## src/rtl/pa_core_xirq_ctrl.sv

```systemverilog
// External interrupt controller: synchronizes sources, latches edge/level pending state,
// picks the lowest-index enabled source and runs a claim/complete handshake with software.
module pa_core_xirq_ctrl #(
    parameter int unsigned IRQ_NUM = 8,
    parameter int unsigned ID_W    = 5
) (
    input  logic               clk_i,
    input  logic               rst_i,
    input  logic [IRQ_NUM-1:0] irq_src_i,
    input  logic               reg_re_i,
    input  logic               reg_we_i,
    input  logic [3:0]         reg_addr_i,
    input  logic [31:0]        reg_wdata_i,
    output logic [31:0]        reg_rdata_o,
    output logic               irq_o,
    output logic [ID_W-1:0]    irq_id_o
);

    typedef enum logic [1:0] {SIdle, SReq, SServ, SGap} state_e;

    state_e             state_q, state_d;
    logic [IRQ_NUM-1:0] sync1_q, sync2_q, dly_q;
    logic [IRQ_NUM-1:0] enable_q, enable_d, trig_q, trig_d;
    logic [IRQ_NUM-1:0] pend_q, pend_d, insvc_q, insvc_d;
    logic [ID_W-1:0]    cur_id_q, cur_id_d, irq_id_q, irq_id_d;
    logic               irq_q, irq_d;
    logic [31:0]        rdata_q, rdata_d;

    logic [IRQ_NUM-1:0] rise, pending, cand, cur_oh;
    logic [ID_W-1:0]    win_id;
    logic               found;
    logic               a_en, a_pend, a_claim, a_trig;
    logic               claim_rd, cpl_wr;

    always_comb begin
        rise    = sync2_q & ~dly_q;
        // Edge-mode bits come from the latch, level-mode bits follow the synchronized input.
        pending = (trig_q & pend_q) | (~trig_q & sync2_q);
        cand    = pending & enable_q & ~insvc_q;

        win_id = '0;
        found  = 1'b0;
        for (int unsigned i = 0; i < IRQ_NUM; i++) begin
            if (cand[i] && !found) begin
                win_id = ID_W'(i + 1);
                found  = 1'b1;
            end
        end

        for (int unsigned i = 0; i < IRQ_NUM; i++) begin
            cur_oh[i] = (cur_id_q == ID_W'(i + 1));
        end

        a_en    = (reg_addr_i == 4'h0);
        a_pend  = (reg_addr_i == 4'h4);
        a_claim = (reg_addr_i == 4'h8);
        a_trig  = (reg_addr_i == 4'hC);

        claim_rd = reg_re_i && a_claim && (state_q == SReq);
        cpl_wr   = reg_we_i && a_claim && (state_q == SServ)
                   && (reg_wdata_i[ID_W-1:0] == cur_id_q);

        enable_d = (reg_we_i && a_en)   ? reg_wdata_i[IRQ_NUM-1:0] : enable_q;
        trig_d   = (reg_we_i && a_trig) ? reg_wdata_i[IRQ_NUM-1:0] : trig_q;

        pend_d = pend_q;
        if (reg_we_i && a_pend) begin
            pend_d = pend_d & ~reg_wdata_i[IRQ_NUM-1:0];
        end
        pend_d = pend_d & ~(trig_q ^ trig_d);
        if (claim_rd) begin
            pend_d = pend_d & ~cur_oh;
        end
        // Applied last so a coincident rising edge beats any clear.
        pend_d = pend_d | (rise & trig_q);

        insvc_d = insvc_q;
        if (claim_rd) begin
            insvc_d = insvc_d | cur_oh;
        end
        if (cpl_wr) begin
            insvc_d = insvc_d & ~cur_oh;
        end

        state_d  = state_q;
        cur_id_d = cur_id_q;
        case (state_q)
            SIdle: begin
                if (found) begin
                    cur_id_d = win_id;
                    state_d  = SReq;
                end
            end
            SReq: begin
                if (claim_rd) begin
                    state_d = SServ;
                end else if ((enable_d & cur_oh) == '0) begin
                    state_d = SGap;
                end
            end
            SServ: begin
                if (cpl_wr) begin
                    state_d = SGap;
                end
            end
            SGap:    state_d = SIdle;
            default: state_d = SIdle;
        endcase

        irq_d    = (state_d == SReq);
        irq_id_d = ((state_d == SReq) || (state_d == SServ)) ? cur_id_d : '0;

        rdata_d = '0;
        if (reg_re_i) begin
            if (a_en) begin
                rdata_d = 32'(enable_q);
            end else if (a_pend) begin
                rdata_d = 32'(pending);
            end else if (a_trig) begin
                rdata_d = 32'(trig_q);
            end else if (claim_rd) begin
                rdata_d = 32'(cur_id_q);
            end
        end
    end

    always_ff @(posedge clk_i) begin
        if (rst_i) begin
            state_q  <= SIdle;
            sync1_q  <= '0;
            sync2_q  <= '0;
            dly_q    <= '0;
            enable_q <= '0;
            trig_q   <= '0;
            pend_q   <= '0;
            insvc_q  <= '0;
            cur_id_q <= '0;
            irq_q    <= 1'b0;
            irq_id_q <= '0;
            rdata_q  <= '0;
        end else begin
            state_q  <= state_d;
            sync1_q  <= irq_src_i;
            sync2_q  <= sync1_q;
            dly_q    <= sync2_q;
            enable_q <= enable_d;
            trig_q   <= trig_d;
            pend_q   <= pend_d;
            insvc_q  <= insvc_d;
            cur_id_q <= cur_id_d;
            irq_q    <= irq_d;
            irq_id_q <= irq_id_d;
            rdata_q  <= rdata_d;
        end
    end

    assign reg_rdata_o = rdata_q;
    assign irq_o       = irq_q;
    assign irq_id_o    = irq_id_q;

endmodule

```

## config.mk

```make
export PLATFORM = sky130hd
export DESIGN_NAME = pa_core_xirq_ctrl
export DESIGN_NICKNAME = d
export VERILOG_FILES = /design/src/rtl/pa_core_xirq_ctrl.sv
export SDC_FILE = /design/constraint.sdc
export NUM_CORES = 1
export LEC_CHECK = 0
export BUFFER_PORTS_ARGS = -buffer_cell sky130_fd_sc_hd__buf_4
export CORE_MARGIN = 1
export CORE_UTILIZATION = 50
export CTS_BUF_LIST = sky130_fd_sc_hd__clkbuf_4 sky130_fd_sc_hd__clkbuf_8
export DETAILED_ROUTE_END_ITERATION = 8
export PLACE_DENSITY = 0.81
export SLEW_MARGIN = 0
export SYNTH_ARGS = -nofsm -noshare
export SYNTH_HDL_FRONTEND = slang
export SYNTH_SLANG_ARGS = --single-unit
export TNS_END_PERCENT = 100
```

## constraint.sdc

```tcl
create_clock -name clk_i -period 2.3 [get_ports clk_i]
set_input_delay 0.345 -clock clk_i [delete_from_list [all_inputs] [get_ports clk_i]]
set_output_delay 0.345 -clock clk_i [all_outputs]
set_load 0.05 [all_outputs]
```

==> results.sh <==
export IMPL_slew_violations=0
export IMPL_cts_sinks=77
export IMPL_row_count=30
export IMPL_nets=536
export IMPL_die_w_um=87.25
export IMPL_leakagePower_nw=1.840
export IMPL_vias=3275
export IMPL_rsz0062_at_grt="no"
export IMPL_place_inst=572
export IMPL_finalHoldViolCount=0
export IMPL_area_growth_pct=22.86
export IMPL_critPathKind="flip-flop to flip-flop"
export IMPL_gp_congestion=0.9186
export IMPL_min_period_ps=2162
export IMPL_slew_limit_headroom_pct=67.42
export IMPL_place_detailed_hpwl_um=6416
export IMPL_grt_pass1_wl_um=14120
export IMPL_grt_max_degree=34
export IMPL_grt_pass1_vias=2936
export IMPL_post_cts_buffers=0
export IMPL_mostFrequentLayoutCells="buf_4, dfxtp_1, nor2b_1"
export IMPL_coreArea_sq_um=6907
export IMPL_start_util_pct=52.61
export IMPL_detail_route_antenna_nets=0
export IMPL_clockBufferDepth=2
export IMPL_period_share_pct=93.98
export IMPL_antenna_found_initial=0
export IMPL_final_common_cell="buf_4"
export IMPL_tightest_slew_ps=476.4
export IMPL_synth_area_sq_um=3633
export IMPL_fmax_ghz=0.4626
export IMPL_clkTransAtPathRegs_ps=80
export IMPL_synth_ff_type="dfxtp_1"
export IMPL_drt_initial_drc_count=298
export IMPL_final_core_util_pct=64.64
export IMPL_ios=86
export IMPL_hold_class="input port to flip-flop"
export IMPL_wire_per_inst_um=14.89
export IMPL_ir_drop_uv=493.6
export IMPL_netlist_instances=411
export IMPL_critPathCaptureType="flip-flop"
export IMPL_maxCapViolations=0
export IMPL_syn_avg_cell_area_sq_um=8.841
export IMPL_fin_worst_skew_ps=8.951
export IMPL_cts_hold_buffers=0
export IMPL_overflow=0
export IMPL_clk_latency_ps=360
export IMPL_finalSetupViolations=0
export IMPL_powerDensity_nw_per_um2=627.5
export IMPL_antenna_cells=0
export IMPL_crit_arrival_ps=2430
export IMPL_viasPerCell=5.570
export IMPL_io_buffers=37
export IMPL_finalWirelength_um=8755
export IMPL_cp_data_required_time_ps=2570
export IMPL_grt_total_usage_pct=24.70
export IMPL_status="completed"
export IMPL_ys_types=59
export IMPL_ys_seq_area_share_pct=42.42
export IMPL_firstDrtPassIters=5
export IMPL_drc_errors=0
export IMPL_cts_tree="yes"
export IMPL_cts_htree_levels=3
export IMPL_fin_cells=588
export IMPL_synth_edf_count=0
export IMPL_start_kind="flip-flop"
export IMPL_die_h_um=87.25
export IMPL_crit_fanout=5
export IMPL_async_flop_share_pct=0
export IMPL_cts_root_buf="clkbuf_8"
export IMPL_synth_warnings=0
export IMPL_die_area_sq_um=7612
export IMPL_synth_seq_cells=77
export IMPL_tritoncts_num_buffers=9
export IMPL_drive_gt1_share_pct=24.59
kinds of logic after synthesis:
group | after synthesis | synth area share [%]
AND/OR/NAND/NOR | 148 | 21.73
AO/OA/AOI/OAI | 103 | 20.35
XOR/XNOR | 5 | 1.205
adder cells (fa/ha/maj) | 1 | 0.3443
flip-flops | 77 | 42.42
other | 1 | 0.1032
buffers and inverters | 57 | 8.402
multiplexers | 19 | 5.441
path summary, 6_finish.rpt:
kind	slack (ps)	end	cells after the start	startpoint
worst min register to register	440	sync2_q[0]$_SDFF_PP0_	1	sync1_q[0]$_SDFF_PP0_
worst max register to register	140	irq_id_o[0]$_SDFF_PP0_	8	trig_q[4]$_SDFF_PP0_
worst max-delay path	140	irq_id_o[0]$_SDFF_PP0_	8	trig_q[4]$_SDFF_PP0_
worst min-delay path	190	sync1_q[5]$_SDFF_PP0_	2	irq_src_i[5]
Yosys cell counts, drive strengths merged (6+ instances only):
cell	number	area [sq um]
and3	6	37.54
nor2	41	153.9
a21oi	20	100.1
mux2i	13	130.1
a211oi	9	67.56
o21ai	23	115.1
a41oi	7	61.31
clkbuf	16	60.06
inv	14	52.55
dfxtp	77	1541
nand2	29	108.9
mux2	6	67.56
nor2b	41	256.5
buf	27	192.7
a222oi	7	70.07
o32ai	8	70.07
registers in the layout, summed over array words and instances, names as in the netlist:
register / flops
dly_q: 8
enable_q: 8
insvc_q: 8
pend_q: 8
reg_rdata_o: 8
sync1_q: 8
sync2_q: 8
trig_q: 8
cur_id_q: 5
irq_id_o: 5
state_q: 2
irq_o: 1
final cells by class:
class,instances,area [sq um]
clock buffers,10,137.6
fillers,594,2442
well taps,96,120.1
repair buffers,85,650.6
clock inverters,6,62.56
inverters,14,52.55
multi-input cells,300,1897
flip-flops and latches,77,1544
routing by layer:
layer / GRT usage (%) / up-vias / part of all wire [%]
li1: - / 1576 / -
met1: 32.90 / 1530 / 44
met2: 38.28 / 150 / 46
met3: 6.066 / 19 / 7.7
met4: 10.13 / 0 / 2.1
met5: 0 / - / 0
through the flow:
step | setup slack, ps | TNS [ps] | power [mW] | hold slack, ps | cell area [sq um]
2_1_floorplan | 4.204 | 0 | 1.692 | 413.8 | 3720
3_3_place_gp | -186.0 | -786.2 | 1.769 | 418.8 | 4238
3_5_place_dp | -281.3 | -1187 | 1.777 | 420.4 | 4238
4_1_cts | 7.937 | 0 | 2.797 | 178.3 | 4444
5_1_grt | 5.662 | 0 | 2.912 | 190.9 | 4464
6_report | 138.4 | 0 | 2.801 | 192.5 | 4464
repair_timing:
action	4_1_cts	5_1_grt
endpoints found under the setup margin	1	5
pin swaps	0	3
resized for setup	1	7
worst max-delay path, stage by stage, from the launching register on:
cell	delay [ps]
dfxtp_1	360
mux2_2	370
a222oi_1	330
buf_4	190
a31oi_2	90
inv_1	80
nand3_1	110
ha_4	270
nor4_1	270
where the power goes:
group | internal [mW] | switching, mW | total (mW)
Sequential | 1.36 | 0.0185 | 1.38
Clock | 0.528 | 0.501 | 1.03
Combinational | 0.135 | 0.255 | 0.390
Total | 2.03 | 0.774 | 2.80
(Power assumes the default switching activity.)
